--- src/rtl/ifu_fetch_if.sv ---
// Fetch-stage handshake bundle: PC input, instruction-memory bus and decode output.
// master = fetch stage, slave = the surrounding PC logic, memory and decode.
interface ifu_fetch_if #(
  parameter int ADDR_W = 32
);
  logic [ADDR_W-1:0] pc_in;
  logic              pc_in_valid;
  logic              pc_in_ready;
  logic              redirect;
  logic              imem_req_valid;
  logic [ADDR_W-1:0] imem_req_addr;
  logic              imem_req_ready;
  logic              imem_rsp_valid;
  logic [31:0]       imem_rsp_data;
  logic              imem_rsp_err;
  logic [31:0]       inst;
  logic [ADDR_W-1:0] inst_pc;
  logic              inst_valid;
  logic              inst_ready;
  logic              inst_err;

  modport master (
    input  pc_in, pc_in_valid, redirect, imem_req_ready, imem_rsp_valid,
           imem_rsp_data, imem_rsp_err, inst_ready,
    output pc_in_ready, imem_req_valid, imem_req_addr, inst, inst_pc,
           inst_valid, inst_err
  );

  modport slave (
    output pc_in, pc_in_valid, redirect, imem_req_ready, imem_rsp_valid,
           imem_rsp_data, imem_rsp_err, inst_ready,
    input  pc_in_ready, imem_req_valid, imem_req_addr, inst, inst_pc,
           inst_valid, inst_err
  );
endinterface

--- src/rtl/ifu_fetch.sv ---
// Instruction fetch stage: one outstanding imem request, redirect kill, response timeout.
// Min latency pc accept -> inst_valid is 3 cycles; IFU_MISALIGN_CHK_EN faults misaligned PCs locally.
module ifu_fetch #(
  parameter int ADDR_W  = 32,
  parameter int TIMEOUT = 255,
  parameter int TO_W    = 8
) (
  input  logic        clk,
  input  logic        rst,
  ifu_fetch_if.master bus
);
  localparam logic [31:0] NOP = 32'h0000_0013;

  typedef enum logic [2:0] {IDLE, REQ, WAIT, OUT, DROP} state_t;

  state_t            state;
  logic [ADDR_W-1:0] addr;
  logic [TO_W-1:0]   cnt;
  logic [TO_W-1:0]   cnt_inc;
  logic              pend;
  logic              pc_take;
  logic              req_acc;
  logic              to_fire;
  logic              rsp_done;
  logic              launch;
  logic              launch_mis;
  logic [ADDR_W-1:0] launch_addr;

  // A redirect may carry its new target in the same cycle, except while draining.
  assign bus.pc_in_ready   = !rst && ((state == IDLE) || ((state == OUT) && bus.inst_ready) ||
                                      (bus.redirect && (state != DROP)));
  assign pc_take           = bus.pc_in_valid && bus.pc_in_ready;
  assign req_acc           = bus.imem_req_valid && bus.imem_req_ready;
  assign cnt_inc           = (&cnt) ? cnt : cnt + 1'b1;
  assign to_fire           = (TIMEOUT != 0) && (cnt_inc == TO_W'(TIMEOUT));
  assign rsp_done          = bus.imem_rsp_valid || to_fire;
  assign bus.imem_req_addr = addr;

  // launch: start a fresh fetch this cycle, from pc_in or from the target parked during DROP.
  always_comb begin
    launch      = 1'b0;
    launch_addr = bus.pc_in;
    case (state)
      IDLE:    launch = pc_take;
      REQ:     launch = bus.redirect && !req_acc && pc_take;
      WAIT:    launch = bus.redirect && rsp_done && pc_take;
      OUT:     launch = (bus.redirect || bus.inst_ready) && pc_take;
      DROP: begin
        launch      = rsp_done && pend;
        launch_addr = addr;
      end
      default: launch = 1'b0;
    endcase
  end

`ifdef IFU_MISALIGN_CHK_EN
  assign launch_mis = |launch_addr[1:0];
`else
  assign launch_mis = 1'b0;
`endif

  always_ff @(posedge clk) begin
    if (rst) begin
      state              <= IDLE;
      addr               <= '0;
      cnt                <= '0;
      pend               <= 1'b0;
      bus.imem_req_valid <= 1'b0;
      bus.inst           <= '0;
      bus.inst_pc        <= '0;
      bus.inst_valid     <= 1'b0;
      bus.inst_err       <= 1'b0;
    end else begin
      case (state)
        IDLE: begin
        end
        REQ: begin
          if (bus.redirect) begin
            bus.imem_req_valid <= 1'b0;
            if (req_acc) begin
              // The bus already took the request, so its response must still be drained.
              state <= DROP;
              cnt   <= '0;
              pend  <= pc_take;
              if (pc_take) addr <= bus.pc_in;
            end else begin
              state <= IDLE;
            end
          end else if (req_acc) begin
            state              <= WAIT;
            cnt                <= '0;
            bus.imem_req_valid <= 1'b0;
          end
        end
        WAIT: begin
          cnt <= cnt_inc;
          if (bus.redirect) begin
            state <= rsp_done ? IDLE : DROP;
            pend  <= pc_take && !rsp_done;
            if (pc_take) addr <= bus.pc_in;
          end else if (bus.imem_rsp_valid) begin
            state          <= OUT;
            bus.inst       <= bus.imem_rsp_data;
            bus.inst_pc    <= addr;
            bus.inst_err   <= bus.imem_rsp_err;
            bus.inst_valid <= 1'b1;
          end else if (to_fire) begin
            state          <= OUT;
            bus.inst       <= NOP;
            bus.inst_pc    <= addr;
            bus.inst_err   <= 1'b1;
            bus.inst_valid <= 1'b1;
          end
        end
        OUT: begin
          if (bus.redirect || bus.inst_ready) begin
            state          <= IDLE;
            bus.inst_valid <= 1'b0;
          end
        end
        DROP: begin
          cnt <= cnt_inc;
          if (rsp_done) begin
            state <= IDLE;
            pend  <= 1'b0;
          end
        end
        default: state <= IDLE;
      endcase

      if (launch) begin
        addr <= launch_addr;
        if (launch_mis) begin
          state              <= OUT;
          bus.imem_req_valid <= 1'b0;
          bus.inst           <= NOP;
          bus.inst_pc        <= launch_addr;
          bus.inst_err       <= 1'b1;
          bus.inst_valid     <= 1'b1;
        end else begin
          state              <= REQ;
          bus.imem_req_valid <= 1'b1;
        end
      end
    end
  end
endmodule
--- src/flat_wrapper.sv ---
// flat-port wrapper written by rule: the top's interface ports become plain ports
module ifu_fetch_flat 
#(
  parameter int ADDR_W  = 32,
  parameter int TIMEOUT = 255,
  parameter int TO_W    = 8
)
  (clk, rst, bus_pc_in, bus_pc_in_valid, bus_redirect, bus_imem_req_ready, bus_imem_rsp_valid, bus_imem_rsp_data, bus_imem_rsp_err, bus_inst_ready, bus_pc_in_ready, bus_imem_req_valid, bus_imem_req_addr, bus_inst, bus_inst_pc, bus_inst_valid, bus_inst_err);
  ifu_fetch_if #(.ADDR_W(ADDR_W)) bus_i ();
  input  logic clk;
  input  logic rst;
  input wire logic [$bits(bus_i.pc_in)-1:0] bus_pc_in;
  input wire logic [$bits(bus_i.pc_in_valid)-1:0] bus_pc_in_valid;
  input wire logic [$bits(bus_i.redirect)-1:0] bus_redirect;
  input wire logic [$bits(bus_i.imem_req_ready)-1:0] bus_imem_req_ready;
  input wire logic [$bits(bus_i.imem_rsp_valid)-1:0] bus_imem_rsp_valid;
  input wire logic [$bits(bus_i.imem_rsp_data)-1:0] bus_imem_rsp_data;
  input wire logic [$bits(bus_i.imem_rsp_err)-1:0] bus_imem_rsp_err;
  input wire logic [$bits(bus_i.inst_ready)-1:0] bus_inst_ready;
  output wire logic [$bits(bus_i.pc_in_ready)-1:0] bus_pc_in_ready;
  output wire logic [$bits(bus_i.imem_req_valid)-1:0] bus_imem_req_valid;
  output wire logic [$bits(bus_i.imem_req_addr)-1:0] bus_imem_req_addr;
  output wire logic [$bits(bus_i.inst)-1:0] bus_inst;
  output wire logic [$bits(bus_i.inst_pc)-1:0] bus_inst_pc;
  output wire logic [$bits(bus_i.inst_valid)-1:0] bus_inst_valid;
  output wire logic [$bits(bus_i.inst_err)-1:0] bus_inst_err;
  assign bus_i.pc_in = bus_pc_in;
  assign bus_i.pc_in_valid = bus_pc_in_valid;
  assign bus_i.redirect = bus_redirect;
  assign bus_i.imem_req_ready = bus_imem_req_ready;
  assign bus_i.imem_rsp_valid = bus_imem_rsp_valid;
  assign bus_i.imem_rsp_data = bus_imem_rsp_data;
  assign bus_i.imem_rsp_err = bus_imem_rsp_err;
  assign bus_i.inst_ready = bus_inst_ready;
  assign bus_pc_in_ready = bus_i.pc_in_ready;
  assign bus_imem_req_valid = bus_i.imem_req_valid;
  assign bus_imem_req_addr = bus_i.imem_req_addr;
  assign bus_inst = bus_i.inst;
  assign bus_inst_pc = bus_i.inst_pc;
  assign bus_inst_valid = bus_i.inst_valid;
  assign bus_inst_err = bus_i.inst_err;
  ifu_fetch #(.ADDR_W(ADDR_W), .TIMEOUT(TIMEOUT), .TO_W(TO_W)) u_core (.clk(clk), .rst(rst), .bus(bus_i));
endmodule
--- config.mk ---
export PLATFORM = sky130hd
export DESIGN_NAME = ifu_fetch_flat
export DESIGN_NICKNAME = d
export VERILOG_FILES = /design/src/rtl/ifu_fetch_if.sv /design/src/rtl/ifu_fetch.sv /design/src/flat_wrapper.sv
export SDC_FILE = /design/constraint.sdc
export NUM_CORES = 1
export LEC_CHECK = 0
export BUFFER_PORTS_ARGS = -buffer_cell sky130_fd_sc_hd__buf_2
export CAP_MARGIN = 5
export CORE_ASPECT_RATIO = 0.5
export CORE_MARGIN = 3
export CORE_UTILIZATION = 40
export CTS_BUF_LIST = sky130_fd_sc_hd__clkbuf_8
export DETAILED_ROUTE_END_ITERATION = 10
export PLACE_DENSITY = 0.67
export SETUP_SLACK_MARGIN = 0.3
export SLEW_MARGIN = 20
export SYNTH_ARGS = -nofsm -noshare
export SYNTH_HDL_FRONTEND = slang
export SYNTH_SLANG_ARGS = --single-unit
--- constraint.sdc ---
create_clock -name clk -period 3.1 [get_ports clk]
set_clock_uncertainty 0.05 [all_clocks]
set_input_delay 0.31 -clock clk [delete_from_list [all_inputs] [get_ports clk]]
set_output_delay 0.31 -clock clk [all_outputs]
set_load 0.005 [all_outputs]
Yosys cells after proc, flatten, opt, wreduce, memory -nomap -nowiden

Index checks and enable logic that the tools add are counted.

Output and inout bits: 100
Word-level logic and storage cells: 116
Register bits: 111
Input bits: 72

Equality and inequality tests: 24
Muxes and demuxes: 41
$add $sub $neg: 1
Bitwise operators: 2
Reductions and logical operators: 38

Operators with widths:

| cell                                                             | count |
|---|---|
| 32-bit two-way mux                                               | 10 |
| 32-bit case mux with 2 select lines                              | 1 |
| 3-bit two-way mux                                                | 9 |
| 5-bit AND reduction                                              | 4 |
| 8-bit two-way mux                                                | 2 |
| 8-bit case mux with 2 select lines                               | 1 |
| 3-bit by 2-bit != test with 1-bit output (second input constant) | 5 |
| 3-bit case mux with 5 select lines                               | 1 |
| 1-bit two-way mux                                                | 14 |
| 1-bit logical AND                                                | 12 |
| 2-bit != test (second input constant)                            | 5 |
| 3-bit nonzero test                                               | 3 |
| 8-bit by 1-bit adder with 8-bit output (second input constant)   | 1 |
| 8-bit == test (second input constant)                            | 1 |
| 8-bit AND reduction                                              | 1 |
| 2-bit nonzero test                                               | 4 |
| 3-bit by 2-bit == test with 1-bit output (second input constant) | 2 |
| 2-bit by 1-bit != test with 1-bit output (second input constant) | 3 |
| 3-bit by 1-bit != test with 1-bit output (second input constant) | 2 |
| 5-bit by 3-bit != test with 1-bit output (second input constant) | 1 |
| 1-bit case mux with 5 select lines                               | 1 |
| 1-bit logical OR                                                 | 4 |
| 4-bit by 2-bit != test with 1-bit output (second input constant) | 1 |
| 4-bit by 3-bit != test with 1-bit output (second input constant) | 1 |
| 12 further kinds                                                 | 17 |

Depth between registers and ports, before layout

Depth in word-level cells: 11
Depth in mapped cells: 8
Mapped depth without buffers: 7

Worst setup path after synthesis

Ideal clock, no wire load.

Path type: register -> register
From: register u_core.cnt[0]
To: register u_core.bus.inst_pc[0]
Setup time: 0.070 ns
Required time: 2.980 ns
Stages on the path, launching flop included: 9
Buffers on the path: 1
Arrival time: 1.998 ns
Period minus slack after synthesis: 2.119 ns
Slack: 0.981 ns
Path through: dfxtp_1 > ha_1 > nand4_1 > or2_4 > mux2i_4 > a31oi_2 > clkbuf_2 > o21ai_1 > a21oi_1

Cells in the longest elaborated chain, start to end: 5
Elaborated cells on any way between the ends: 6
Classes of those cells: add/sub: 1; eq/ne: 1; mux: 1; reduce/logical: 3

Ends and longest elaborated chain:

| what                                                                          | RTL line           | source |
|---|---|---|
| start, declared                                                               | ifu_fetch.sv:18    | `logic [TO_W-1:0] cnt;` |
| start signal, assigned                                                        | ifu_fetch.sv:96    | `cnt <= cnt_inc;` |
| start signal, assigned                                                        | ifu_fetch.sv:122   | `cnt <= cnt_inc;` |
| 8-bit by 1-bit adder with 8-bit output or 8-bit AND reduction (tied branches) | ifu_fetch.sv:34    | `assign cnt_inc = (&cnt) ? cnt : cnt + 1'b1;` |
| 8-bit two-way mux *                                                           | ifu_fetch.sv:34    |  |
| 8-bit == test *                                                               | ifu_fetch.sv:35    | `assign to_fire = (TIMEOUT != 0) && (cnt_inc == TO_W'(TIMEOUT));` |
| 2-bit nonzero test (no line) *                                                | --                 |  |
| 3-bit AND reduction (no line) *                                               | --                 |  |
| end signal, assigned                                                          | ifu_fetch.sv:104   | `bus.inst_pc <= addr;` |
| end signal, assigned                                                          | ifu_fetch.sv:110   | `bus.inst_pc <= addr;` |
| end signal, assigned                                                          | ifu_fetch.sv:137   | `bus.inst_pc <= launch_addr;` |
| end, declared                                                                 | ifu_fetch_if.sv:25 | `output pc_in_ready, imem_req_valid, imem_req_addr, inst, inst_pc,` |

Mark *: on every way between the ends. The rest lies on a longest branch, timed or not.
A chain may end at the register's enable or synchronous reset.

Worst setup path in the final report

From: register u_core.cnt[0]
To: register u_core.bus.inst[1]

Cells in the longest elaborated chain, start to end: 5
Elaborated cells on any way between the ends: 6
Classes of those cells: add/sub: 1; eq/ne: 1; mux: 1; reduce/logical: 3

Ends and longest elaborated chain:

| what                                                                          | RTL line           | source |
|---|---|---|
| 8-bit by 1-bit adder with 8-bit output or 8-bit AND reduction (tied branches) | ifu_fetch.sv:34    |  |
| 8-bit two-way mux *                                                           | ifu_fetch.sv:34    |  |
| 8-bit == test *                                                               | ifu_fetch.sv:35    |  |
| 2-bit nonzero test (no line) *                                                | --                 |  |
| 3-bit AND reduction (no line) *                                               | --                 |  |
| end signal, assigned                                                          | ifu_fetch.sv:103   | `bus.inst <= bus.imem_rsp_data;` |
| end, declared                                                                 | ifu_fetch_if.sv:25 |  |

Marks and branches as above.

==> metrics.md <==
| Metric | Value |
|---|---|
| GP Congestion | 0.781 |
| Syn Inst Count | 516 |
| Global-route congestion overflow total | 0 |
| Post-synth net total | 589 |
| Overall fraction of global-route tracks in use | 18.2% |
| Highest achievable clock rate | 403 MHz |
| Average footprint of a synthesized cell | 8.73 sq um |
| Endpoint with the worst hold slack | u_core.bus.imem_req_addr[11] |
| Initial Utilization | 42.6% |
| Relative slew slack | 54.5% |
| Layout Area Growth over Synthesis | 24.0% |
| Cell area power density | 441 nW/um^2 |
| Kind of start point of the critical path | flop |
| Clk_lat worst skew | 380 ps |
| Inserted Clock Buffers | 9 |
| Cell area after technology mapping | 4510 sq um |
| Critical register-to-register path endpoint | u_core.bus.inst[1] |
| Vias per std cell | 5.25 |
| Number of endpoints with negative hold slack in the final report | 0 |
| Detailed-placement wirelength estimate | 8340 microns |
| Floorplan Core Area | 10600 sq um |
| Horizontal die dimension | 156 microns |
| TritonCTS clock tree | done |
| Routed Antenna Nets | 0 |
| GR Util met1 | 23.1% |
| Final count of negative-setup-slack endpoints | 0 |
| Most congested layer reported by global routing | met2 |
| Global-route met3 utilization | 5.64% |
| Wire length per cell after detailed routing | 14.7 microns |
| Global-route wire length before repair | 18700 microns |
| DRC viols | 0 |
| Filler cells | 996 |
| Die outline area | 12700 sq um |
| Number of gates resized after CTS | 0 |
| Total negative setup slack | 0 ps |
| Initial DRT Pass Iterations | 5 |
| Area occupied by registers | 2220 sq um |
| Worst reg2reg startpoint | u_core.cnt[0] |
| Worst r2r path cells | 8 |
| ANT cells | 0 |
| Synth async-reset ratio | 0% |
| Clk pin slew, worst setup/hold paths | 100 ps |
| Fraction of layout cells with a size suffix above 1 | 31.4% |
| Area share of the largest cell type after synthesis | 49.3% |
| Count of port buffers added during placement | 171 |
| Synthesis Warnings | 0 |
| Number of distinct standard cells referenced by the synthesized netlist | 49 |
| Count of placed standard cells in the final layout, fillers left out | 808 |
| Number of buffers on the longest clock path | 2 |
| Vertical extent of the die | 81.0 microns |
| Final routed wirelength across all metal layers | 11800 microns |
| EDFF count, synth | 0 |
| Max-cap viol count | 0 |
| CTS H-Tree Depth | 3 |
| Worst Path Max Fanout | 12 |
| Number of clock sinks | 111 |
| Initial DRC Count | 275 |
| Root Driver | clkbuf_8 |
| Number of rows created at floorplan | 26 |
| Critical path capture point type | flop |
| Hold-critical path depth | 3 |
| Tmin final | 2480 ps |
| Utilization of the core after routing | 52.8% |
| Top flip-flop cell by instance count after synthesis | dfxtp_1 |
| Most instantiated library cell after synthesis | dfxtp_1 |
| Initial antenna violation count | 1 |
| Maximum number of pins on one net before global-route repair | 58 |
| Biggest area consumer among synthesized cells | dfxtp_1 |
| Run status | complete, no violations |
| Final net count | 736 |
| Multi-input combinational cell area | 2060 sq um |
| Number of vias in the routed layout | 4242 |
| Proportion of synthesized chip area in sequential cells | 49.3% |
| Commonest cells post-synth | dfxtp_1 (111), a21oi_1 (69), o21ai_0 (56), nor2_1 (45) |
| Post-route total power | 2.46 mW |
| GR met2 Demand/Resource | 30.0% |
| Number of pins with negative max-slew slack in the final report | 0 |
| Req. time, crit path | 3320 ps |
| WS Path Type | flop to flop |
| Final period util | 80.0% |
| Number of synthesized register bits | 111 |
| Number of buffers inserted by hold repair at cts | 0 |
| Reg2Reg Setup Slack | 620 ps |
| Synth top area cells | dfxtp_1 (49%), a21oi_1 (7.7%), mux2i_1 (7.6%) |
| Leakage component of the power | 2.52 nW |
| Data arrival time at the worst-slack endpoint | 2700 ps |
| Slew @ Worst Pin | 665 ps |
| Number of cells after detailed placement | 792 |
| Worst vdd ir | 0.000197 V |
| Number of top-level design ports | 172 |
| Number of global-route vias before repair | 3800 |
| Path type of the worst min-delay path | primary input to flop |
| Unrepaired setup endpoints after global routing | no |
| Setup Fix Bufs, Post-CTS | 0 |
| Startpoint of the lowest-slack hold path | bus_pc_in[11] |
==> worst max path at each step <==
stage / start / to / slack [ps]
finish: u_core.cnt[0] / u_core.bus.inst[1] / 620
global route: u_core.cnt[0] / u_core.state[2] / 440
CTS: u_core.cnt[0] / u_core.state[2] / 620
detailed placement: u_core.cnt[0] / u_core.pend / 650
global placement: u_core.cnt[0] / u_core.pend / 680
floorplan: u_core.cnt[0] / u_core.bus.inst_pc[0] / 980
==> power breakdown <==
part / leakage [nW] / internal, mW / switching, mW
clock: 0.0871 / 0.310 / 0.476
sequential: 0.898 / 1.45 / 0.0205
combinational: 1.53 / 0.0921 / 0.112
total: 2.52 / 1.85 / 0.609
==> logic make-up (layout without fill, tap and decap cells) <==
family                     after synthesis  in the layout  synth area share [%]
DFF                                    111            111                  49.3
and+or+nand+nor                        158            158                  16.6
xor gates and xnor gates                 1              1                 0.194
AOI/OAI and AO/OA                      163            163                  20.4
buffers and inverters                   47            199                  5.22
adders and majority gates                1              1                 0.278
muxes                                   35             35                  8.05
==> critical path: stages (launching register included) <==
cell and delay, ps:
dfxtp_1 420, ha_1 270, nand4_1 170, or2_4 300
mux2i_4 200, a31oi_4 400, buf_4 260, nor2_2 70
o221a_2 240
==> cell usage in the layout (no fill, tap or decap), drive strengths merged, types with 2 or more instances in the layout <==
| master | n |
|---|---|
| a211oi | 2 |
| a21o | 2 |
| a21oi | 69 |
| a221oi | 2 |
| a31oi | 4 |
| and2 | 6 |
| and3 | 3 |
| buf | 181 |
| clkbuf | 10 |
| clkinvlp | 3 |
| dfxtp | 111 |
| inv | 4 |
| mux2i | 35 |
| nand2 | 41 |
| nand2b | 3 |
| nand3 | 41 |
| nor2 | 47 |
| nor3 | 4 |
| nor3b | 2 |
| nor4 | 2 |
| o21ai | 71 |
| o221a | 4 |
| o22ai | 2 |
| or2 | 2 |
==> through the flow <==
step / hold WS [ps] / setup WS (ps) / instance area, sq um
after floorplan: 400 / 981 / 4510
after global placement: 404 / 685 / 5410
after detailed placement: 414 / 648 / 5410
after CTS: 87.3 / 619 / 5590
after global routing: 83.9 / 437 / 5590
final: 108 / 620 / 5590
==> final cells by class <==
cell class,instances,area share [%]
well taps,140,3.14
repair buffers,181,16.9
clock buffers,10,2.46
clock inverters,6,0.694
flip-flops and latches,111,39.8
multi-input cells,358,36.9
inverters,2,0.134
==> state kept, by name, summed over array words and instances, names as in the netlist <==
signal                     count
u_core.bus.imem_req_addr      32
u_core.bus.inst               32
u_core.bus.inst_pc            32
u_core.cnt                     8
u_core.state                   3
u_core.bus.imem_req_valid      1
u_core.bus.inst_err            1
u_core.bus.inst_valid          1
u_core.pend                    1
==> layer usage <==
layer	up-vias	share of wire, %
met5	-	0.11
met4	2	1.3
met3	14	7.0
met2	127	48
met1	1987	43
li1	2112	-
Power figures use the tool's default switching activity.
